--- config.mk ---
export PLATFORM = sky130hd
export DESIGN_NAME = cv32e40s_obi_resp_integrity_buffer
export DESIGN_NICKNAME = d
export VERILOG_FILES = /design/src/rtl/cv32e40s_pkg.sv /design/src/rtl/cv32e40s_resp_circ_fifo.sv /design/src/rtl/cv32e40s_obi_resp_integrity_buffer.sv
export SDC_FILE = /design/constraint.sdc
export NUM_CORES = 1
export LEC_CHECK = 0
export ABC_AREA = 0
export BUFFER_PORTS_ARGS = -buffer_cell sky130_fd_sc_hd__buf_2
export CAP_MARGIN = 20
export CORE_MARGIN = 2
export CORE_UTILIZATION = 48
export DETAILED_ROUTE_END_ITERATION = 10
export GPL_TIMING_DRIVEN = 0
export PLACE_DENSITY = 0.75
export SLEW_MARGIN = 0
export SYNTH_ARGS = -nofsm -noshare
export SYNTH_HDL_FRONTEND = slang
export SYNTH_SLANG_ARGS = --single-unit
--- constraint.sdc ---
create_clock -name clk -period 2.92 [get_ports clk]
set_clock_uncertainty 0.15 [all_clocks]
set_input_delay 0.438 -clock clk [delete_from_list [all_inputs] [get_ports clk]]
set_output_delay 0.438 -clock clk [all_outputs]
set_load 0.05 [all_outputs]
--- src/rtl/cv32e40s_pkg.sv ---
// cv32e40s_pkg: shared types for the OBI response integrity buffer.
package cv32e40s_pkg;

    localparam int unsigned OBI_DATA_WIDTH = 32;

    typedef struct packed {
        logic [OBI_DATA_WIDTH-1:0] rdata;
        logic                      bus_err;
        logic                      integrity;
        logic                      integrity_err;
    } obi_resp_entry_t;

endpackage

--- src/rtl/cv32e40s_resp_circ_fifo.sv ---
// cv32e40s_resp_circ_fifo: generic circular FIFO with naturally wrapping pointers.
module cv32e40s_resp_circ_fifo #(
    parameter int unsigned DEPTH = 2,
    parameter type T = logic
) (
    input  logic                     clk,
    input  logic                     rst,
    input  logic                     push,
    input  T                         wdata,
    input  logic                     pop,
    output T                         rdata,
    output logic                     full,
    output logic                     empty,
    output logic [$clog2(DEPTH):0]   count
);

    localparam int unsigned AW = $clog2(DEPTH);

    logic [AW-1:0] wr_ptr;
    logic [AW-1:0] rd_ptr;
    logic          do_push;
    logic          do_pop;
    T              mem [DEPTH];

    assign full    = count == (AW+1)'(DEPTH);
    assign empty   = count == '0;
    assign do_pop  = pop && !empty;
    // A pop in the same cycle frees the slot, so a full FIFO can still accept.
    assign do_push = push && (!full || do_pop);
    assign rdata   = mem[rd_ptr];

    always_ff @(posedge clk) begin
        if (rst) begin
            wr_ptr <= '0;
            rd_ptr <= '0;
            count  <= '0;
            for (int i = 0; i < int'(DEPTH); i++) mem[i] <= '0;
        end else begin
            if (do_push) begin
                mem[wr_ptr] <= wdata;
                wr_ptr      <= wr_ptr + 1'b1;
            end
            if (do_pop) rd_ptr <= rd_ptr + 1'b1;
            count <= count + (AW+1)'(do_push) - (AW+1)'(do_pop);
        end
    end

endmodule

--- src/rtl/cv32e40s_obi_resp_integrity_buffer.sv ---
// cv32e40s_obi_resp_integrity_buffer: buffers OBI responses with integrity flags,
// counts integrity errors and raises a registered major alert.
module cv32e40s_obi_resp_integrity_buffer
    import cv32e40s_pkg::*;
#(
    parameter int unsigned DEPTH         = 2,
    parameter int unsigned DATA_WIDTH    = 32,
    parameter int unsigned ERR_CNT_WIDTH = 8
) (
    input  logic                     clk,
    input  logic                     rst,
    input  logic                     obi_rvalid_i,
    input  logic [DATA_WIDTH-1:0]    obi_rdata_i,
    input  logic                     obi_err_i,
    input  logic                     gntpar_err_resp_i,
    input  logic                     integrity_resp_i,
    input  logic                     rchk_err_resp_i,
    output logic                     resp_valid_o,
    input  logic                     resp_ready_i,
    output logic [DATA_WIDTH-1:0]    resp_rdata_o,
    output logic                     resp_bus_err_o,
    output logic                     resp_integrity_o,
    output logic                     resp_integrity_err_o,
    input  logic                     err_clr_i,
    output logic [ERR_CNT_WIDTH-1:0] err_cnt_o,
    output logic                     overflow_o,
    output logic                     alert_major_o
);

    obi_resp_entry_t        wentry;
    obi_resp_entry_t        head;
    logic                   full;
    logic                   empty;
    logic [$clog2(DEPTH):0] count;
    logic                   pop;
    logic                   beat_err;
    logic                   drop;

    assign wentry = '{rdata: obi_rdata_i, bus_err: obi_err_i, integrity: integrity_resp_i,
                      integrity_err: gntpar_err_resp_i | rchk_err_resp_i};
    assign pop      = resp_ready_i && !empty;
    assign beat_err = obi_rvalid_i && wentry.integrity_err;
    assign drop     = obi_rvalid_i && full && !pop;

    cv32e40s_resp_circ_fifo #(
        .DEPTH (DEPTH),
        .T     (obi_resp_entry_t)
    ) u_fifo (
        .clk   (clk),
        .rst   (rst),
        .push  (obi_rvalid_i),
        .wdata (wentry),
        .pop   (pop),
        .rdata (head),
        .full  (full),
        .empty (empty),
        .count (count)
    );

    assign resp_valid_o         = count != '0;
    assign resp_rdata_o         = head.rdata;
    assign resp_bus_err_o       = head.bus_err;
    assign resp_integrity_o     = head.integrity;
    assign resp_integrity_err_o = head.integrity_err;

    // A clear never masks an event arriving in the same cycle.
    always_ff @(posedge clk) begin
        if (rst) begin
            err_cnt_o     <= '0;
            overflow_o    <= 1'b0;
            alert_major_o <= 1'b0;
        end else begin
            if (err_clr_i) err_cnt_o <= ERR_CNT_WIDTH'(beat_err);
            else if (beat_err && err_cnt_o != '1) err_cnt_o <= err_cnt_o + 1'b1;
            overflow_o    <= err_clr_i ? drop : (overflow_o | drop);
            alert_major_o <= beat_err | drop;
        end
    end

endmodule

Word level (Yosys, flattened, before mapping)
Memories as Yosys holds them, arrays and structs flattened. A register that Yosys moved wholly into a read port is not among the register bits.
Cells that the tools add are included.
{"block": "classes", "addsub": 5, "n_mul": 0, "div": 0, "magnitude_cmp": 0, "eq_ne": 2, "shifts": 0, "n_mux": 13, "bitwise": 3, "n_reduce_logical": 16}
{"operator": "$mux W35", "count": 1}
{"operator": "$reduce_or A35 Y1", "count": 1}
{"operator": "$mux W1", "count": 12}
{"operator": "$add A8 B1 Y8 const B", "count": 1}
{"operator": "$ne A8 B8 Y1 const B", "count": 1}
{"operator": "$logic_and A1 B1 Y1", "count": 7}
{"operator": "$reduce_bool A2 Y1", "count": 2}
{"operator": "$logic_not A1 Y1", "count": 3}
{"operator": "$or A1 B1 Y1", "count": 3}
{"operator": "$add A1 B1 Y1 const B", "count": 2}
{"operator": "$add A2 B1 Y2", "count": 1}
{"operator": "$eq A2 B2 Y1 const B", "count": 1}
{"operator": "$logic_not A2 Y1", "count": 1}
{"operator": "$reduce_or A2 Y1", "count": 1}
{"operator": "$sub A2 B1 Y2", "count": 1}
{"operator": "$logic_or A1 B1 Y1", "count": 1}
{"block": "word_totals", "reg_bits": 14, "latch_bits": 0, "ramBits": 70, "rom_bits": 0, "inputBits": 41, "elab_cells": 47, "n_memories": 1}
{"memory": "u_fifo.mem", "words": 2, "width": 35, "rd": 1, "rd_clocked_by_memory_dff": 1, "wr": 2, "line_no": "cv32e40s_resp_circ_fifo.sv:23", "source": "T mem [DEPTH];"}

Depth between registers and ports, before layout
{"block": "depth", "ltp_word": 11, "ltp_mapped": 6}

By module
From an unflattened synthesis, not the netlist that was laid out.
{"block": "hier_totals", "hier_cells": 284, "hier_area_um2": 3848.7}
{"mod": "cv32e40s_resp_circ_fifo", "n_inst": 1, "cells_each": 219, "area_each_um2": 3300.7}
{"mod": "cv32e40s_obi_resp_integrity_buffer", "n_inst": 1, "cells_each": 65, "area_each_um2": 548.0}

Worst setup path after synthesis
Ideal clock, no wire load.
{"block": "synth_path", "path_kind": "input to register", "start": "input resp_ready_i", "end": "memory u_fifo.mem[0][0] (netlist bit), enable pin", "arrival_time_ns": 2.323, "slack_ns": 0.012, "stages": 3, "n_path_buf": 0, "path_cell_list": "nor3b_2 nand2b_4 o21bai_1"}
{"item": "start: declaration", "line_no": "cv32e40s_obi_resp_integrity_buffer.sv:19", "source": "input logic resp_ready_i,"}
{"item": "end: declaration", "line_no": "cv32e40s_resp_circ_fifo.sv:23"}

==> summary.md <==
| Metric | Value |
|---|---|
| Status | `complete, no violations` |
| Dpl cells | `roughly 450` |
| Max Transition Viols Final | `0` |
| P&R area growth vs syn | `20.83%` |
| YS warnings | `0` |
| N_diodes | `0` |
| Overall routing resource usage | `0.1748` |
| Share of layout cells above drive strength 1 | `0.4251` |
| Fin worst setup slack | `roughly 0.36 ns` |
| Worst setup SP type | `flop` |
| DR iter-0 viols | `between 70 and 80` |
| CTS tree | `yes` |
| Wire length per cell | `15.14 um` |
| Multi-input combinational cell area | `0.001305 mm^2` |
| Antenna-violating nets left | `0` |
| Seq. cell area | `roughly 0.0024 mm^2` |
| Cts bufs inserted | `9` |
| I/O pin total | `a little under 90` |
| Reg2Reg Setup Slack | `0.48 ns` |
| Kind of path behind the tightest hold check | `primary input to flop` |
| Final setup fails | `0` |
| Asr flop ratio synth | `0` |
| Final period utilization | `0.8763` |
| Initial antenna violation count | `0` |
| Worst-path fanout max | `10` |
| Hold path start | `err_clr_i` |
| Skew-Pair Late Insertion Delay | `0.36 ns` |
| RR Startpoint | `u_fifo.count[1]$_SDFF_PP0_` |
| R2R depth | `4` |
| # Post-CTS Setup Buffers | `0` |
| DR pass1 iterations | `4` |
| Req. time, crit path | `around 2.3 ns` |
| Clk pin slew, worst setup/hold paths | `0.08 ns` |
| DRT Wirelength | `7101 um` |
| Critical path arrival | `1.97 ns` |
| Clock Tree Buf Depth | `2` |
| Vias in the first global route | `2,322` |
| Syn avg cell area | `~14 um^2` |
| Vias | `around 2,300` |
| Cell variety after synth | `35` |
| DPL Wire Length | `4816 um` |
| Sequential fraction of the synthesis area | `0.6368` |
| WHS Endpoint | `err_cnt_o[0]$_SDFFE_PP0P_` |
| Chip width | `just over 90 um` |
| Total gr overflow | `0` |
| Die height | `just over 90 um` |
| Filler cells | `between 600 and 700` |
| CP Class | `flop to primary output` |
| Final non-filler cell total | `between 400 and 500` |
| Post-Synthesis Cells | `between 200 and 300` |
| Fin Hold WS | `0.1870 ns` |
| Clock Sinks | `85` |
| Port Buf Inserts | `86` |
| Area of the core | `0.007687 mm^2` |
| Fmax | `390.8 MHz` |
| Pleak | `about 0.0019 uW` |
| Drt drc | `0` |
| Post-CTS Resized | `0` |
| H-tree depth | `3` |
| Synth Flop Type | `edfxtp_1` |
| First-pass GRT wire length | `around 11,000 um` |
| PD cells | `between 700 and 800 mW/mm^2` |
| Hold Fails Final Rpt | `0` |
| Root buf cell | `clkbuf_8` |
| Final min period | `~2.6 ns` |
| Slew @ Worst Pin | `between 0.8 and 0.9 ns` |
| Pin count of the biggest net entering global routing | `36` |
| RSZ-0062 raised after global routing | `no` |
| Dpl ws | `roughly 0.35 ns` |
| Syn_nets | `about 310` |
| Worst VDD drop | `~0.37 mV` |
| Post-synth EDFFs | `70` |
| CP endpoint kind | `primary output` |
| Routability cong. | `about 0.78` |
| Hold Crit Depth | `2` |
| Initial Utilization | `0.4907` |
| CTS Hold Buffers Added | `0` |
| Vias per cell | `approximately 5` |
| Die area | `between 0.008 and 0.009 mm^2` |
| Max cap viols | `0` |
| Final nets | `405` |
| Slew headroom | `0.4081` |
| Synth Register Bits | `85` |
| Post-synthesis cell area | `roughly 0.0038 mm^2` |
| Critical R2R Capture | `u_fifo.mem[1][25]$_SDFFCE_PN0P_` |
| Row count | `32` |
worst max-delay path, stage by stage, from the launching register on:
cell      delay [ns]
dfxtp_1         0.32
clkbuf_1        0.35
buf_2           0.35
mux2_2          0.38
buf_2           0.21
Yosys cell counts (4+ instances only):
master	instances	share of area
and2_1	69	0.11
clkbuf_1	5	0.0050
dfxtp_1	15	0.080
edfxtp_1	70	0.56
mux2_2	35	0.10
nand2_1	4	0.0040
nor2_1	11	0.011
o21a_1	4	0.0080
xnor2_1	6	0.014
xor2_1	4	0.0093
layout by cell type (no fill, tap or decap), types with 5 or more instances in the layout:
| master | n |
|---|---|
| clkbuf_8 | 9 |
| and2_1 | 69 |
| mux2_2 | 35 |
| dfxtp_1 | 15 |
| clkbuf_1 | 5 |
| buf_2 | 89 |
| xnor2_1 | 6 |
| edfxtp_1 | 70 |
| nor2_1 | 11 |
flip-flops by register name, summed over array words and instances (netlist names), named ones only:
name / flops
err_cnt_o: 8
u_fifo.wr_ptr: 1
alert_major_o: 1
u_fifo.mem: 70
u_fifo.count: 2
u_fifo.rd_ptr: 1
overflow_o: 1
stage by stage:
stage | area, um^2 | setup TNS, ns | utilization | total power, uW
3_3_place_gp | 4330 | -38.39 | 0.5633 | 2637
3_5_place_dp | 4362 | 0 | 0.5674 | 2663
4_1_cts | 4558 | 0 | 0.5929 | 3488
6_report | 4558 | 0 | 0.5929 | 3456
5_1_grt | 4558 | 0 | 0.5929 | 3607
2_1_floorplan | 3772 | 0 | - | 2405
cell families after synthesis:
family / count (synthesis) / synth area share
XOR/XNOR: 10 / 0.02322
adder cells (fa/ha/maj): 2 / 0.006632
buffers and inverters: 13 / 0.02023
AND/OR/NAND/NOR: 102 / 0.1695
AO/OA/AOI/OAI: 15 / 0.03383
multiplexers: 37 / 0.1098
flip-flops: 85 / 0.6368
layer usage:
metal,global-route usage,wire length (um),up-vias
li1,-,-,1133
met1,0.2194,3079,1121
met2,0.2908,3481,69
met3,0.04231,410,12
met4,0.07353,129,0
met5,0,0,-
area by class of cell:
class	count	area share
multi-input combinational	166	0.2863
timing repair buffer	87	0.09882
tap	102	0.02800
inverter	1	0.0008235
sequential	85	0.5270
buffer	12	0.01592
clock inverter	7	0.01592
clock buffer	9	0.02718
report_power, final:
group	switching (uW)	internal, uW	leakage (uW)	total, uW
combinational	778	345	0.000934	1120
sequential	43.1	1460	0.000865	1500
clock	432	398	0.0000960	830
total	1250	2200	0.00189	3460
how the worst max path moves through the flow:
stage	slack, ns	end	startpoint
3_3_place_gp	-1.10	u_fifo.mem[0][20]$_SDFFCE_PN0P_	resp_ready_i
2_1_floorplan	0.01	u_fifo.mem[0][0]$_SDFFCE_PN0P_	resp_ready_i
4_1_cts	0.29	resp_rdata_o[24]	flop
3_5_place_dp	0.35	u_fifo.mem[1][20]$_SDFFCE_PN0P_	resp_ready_i
5_1_grt	0.20	resp_rdata_o[24]	flop
6_report	0.36	resp_rdata_o[24]	flop
Power figures use the tool's default switching activity.
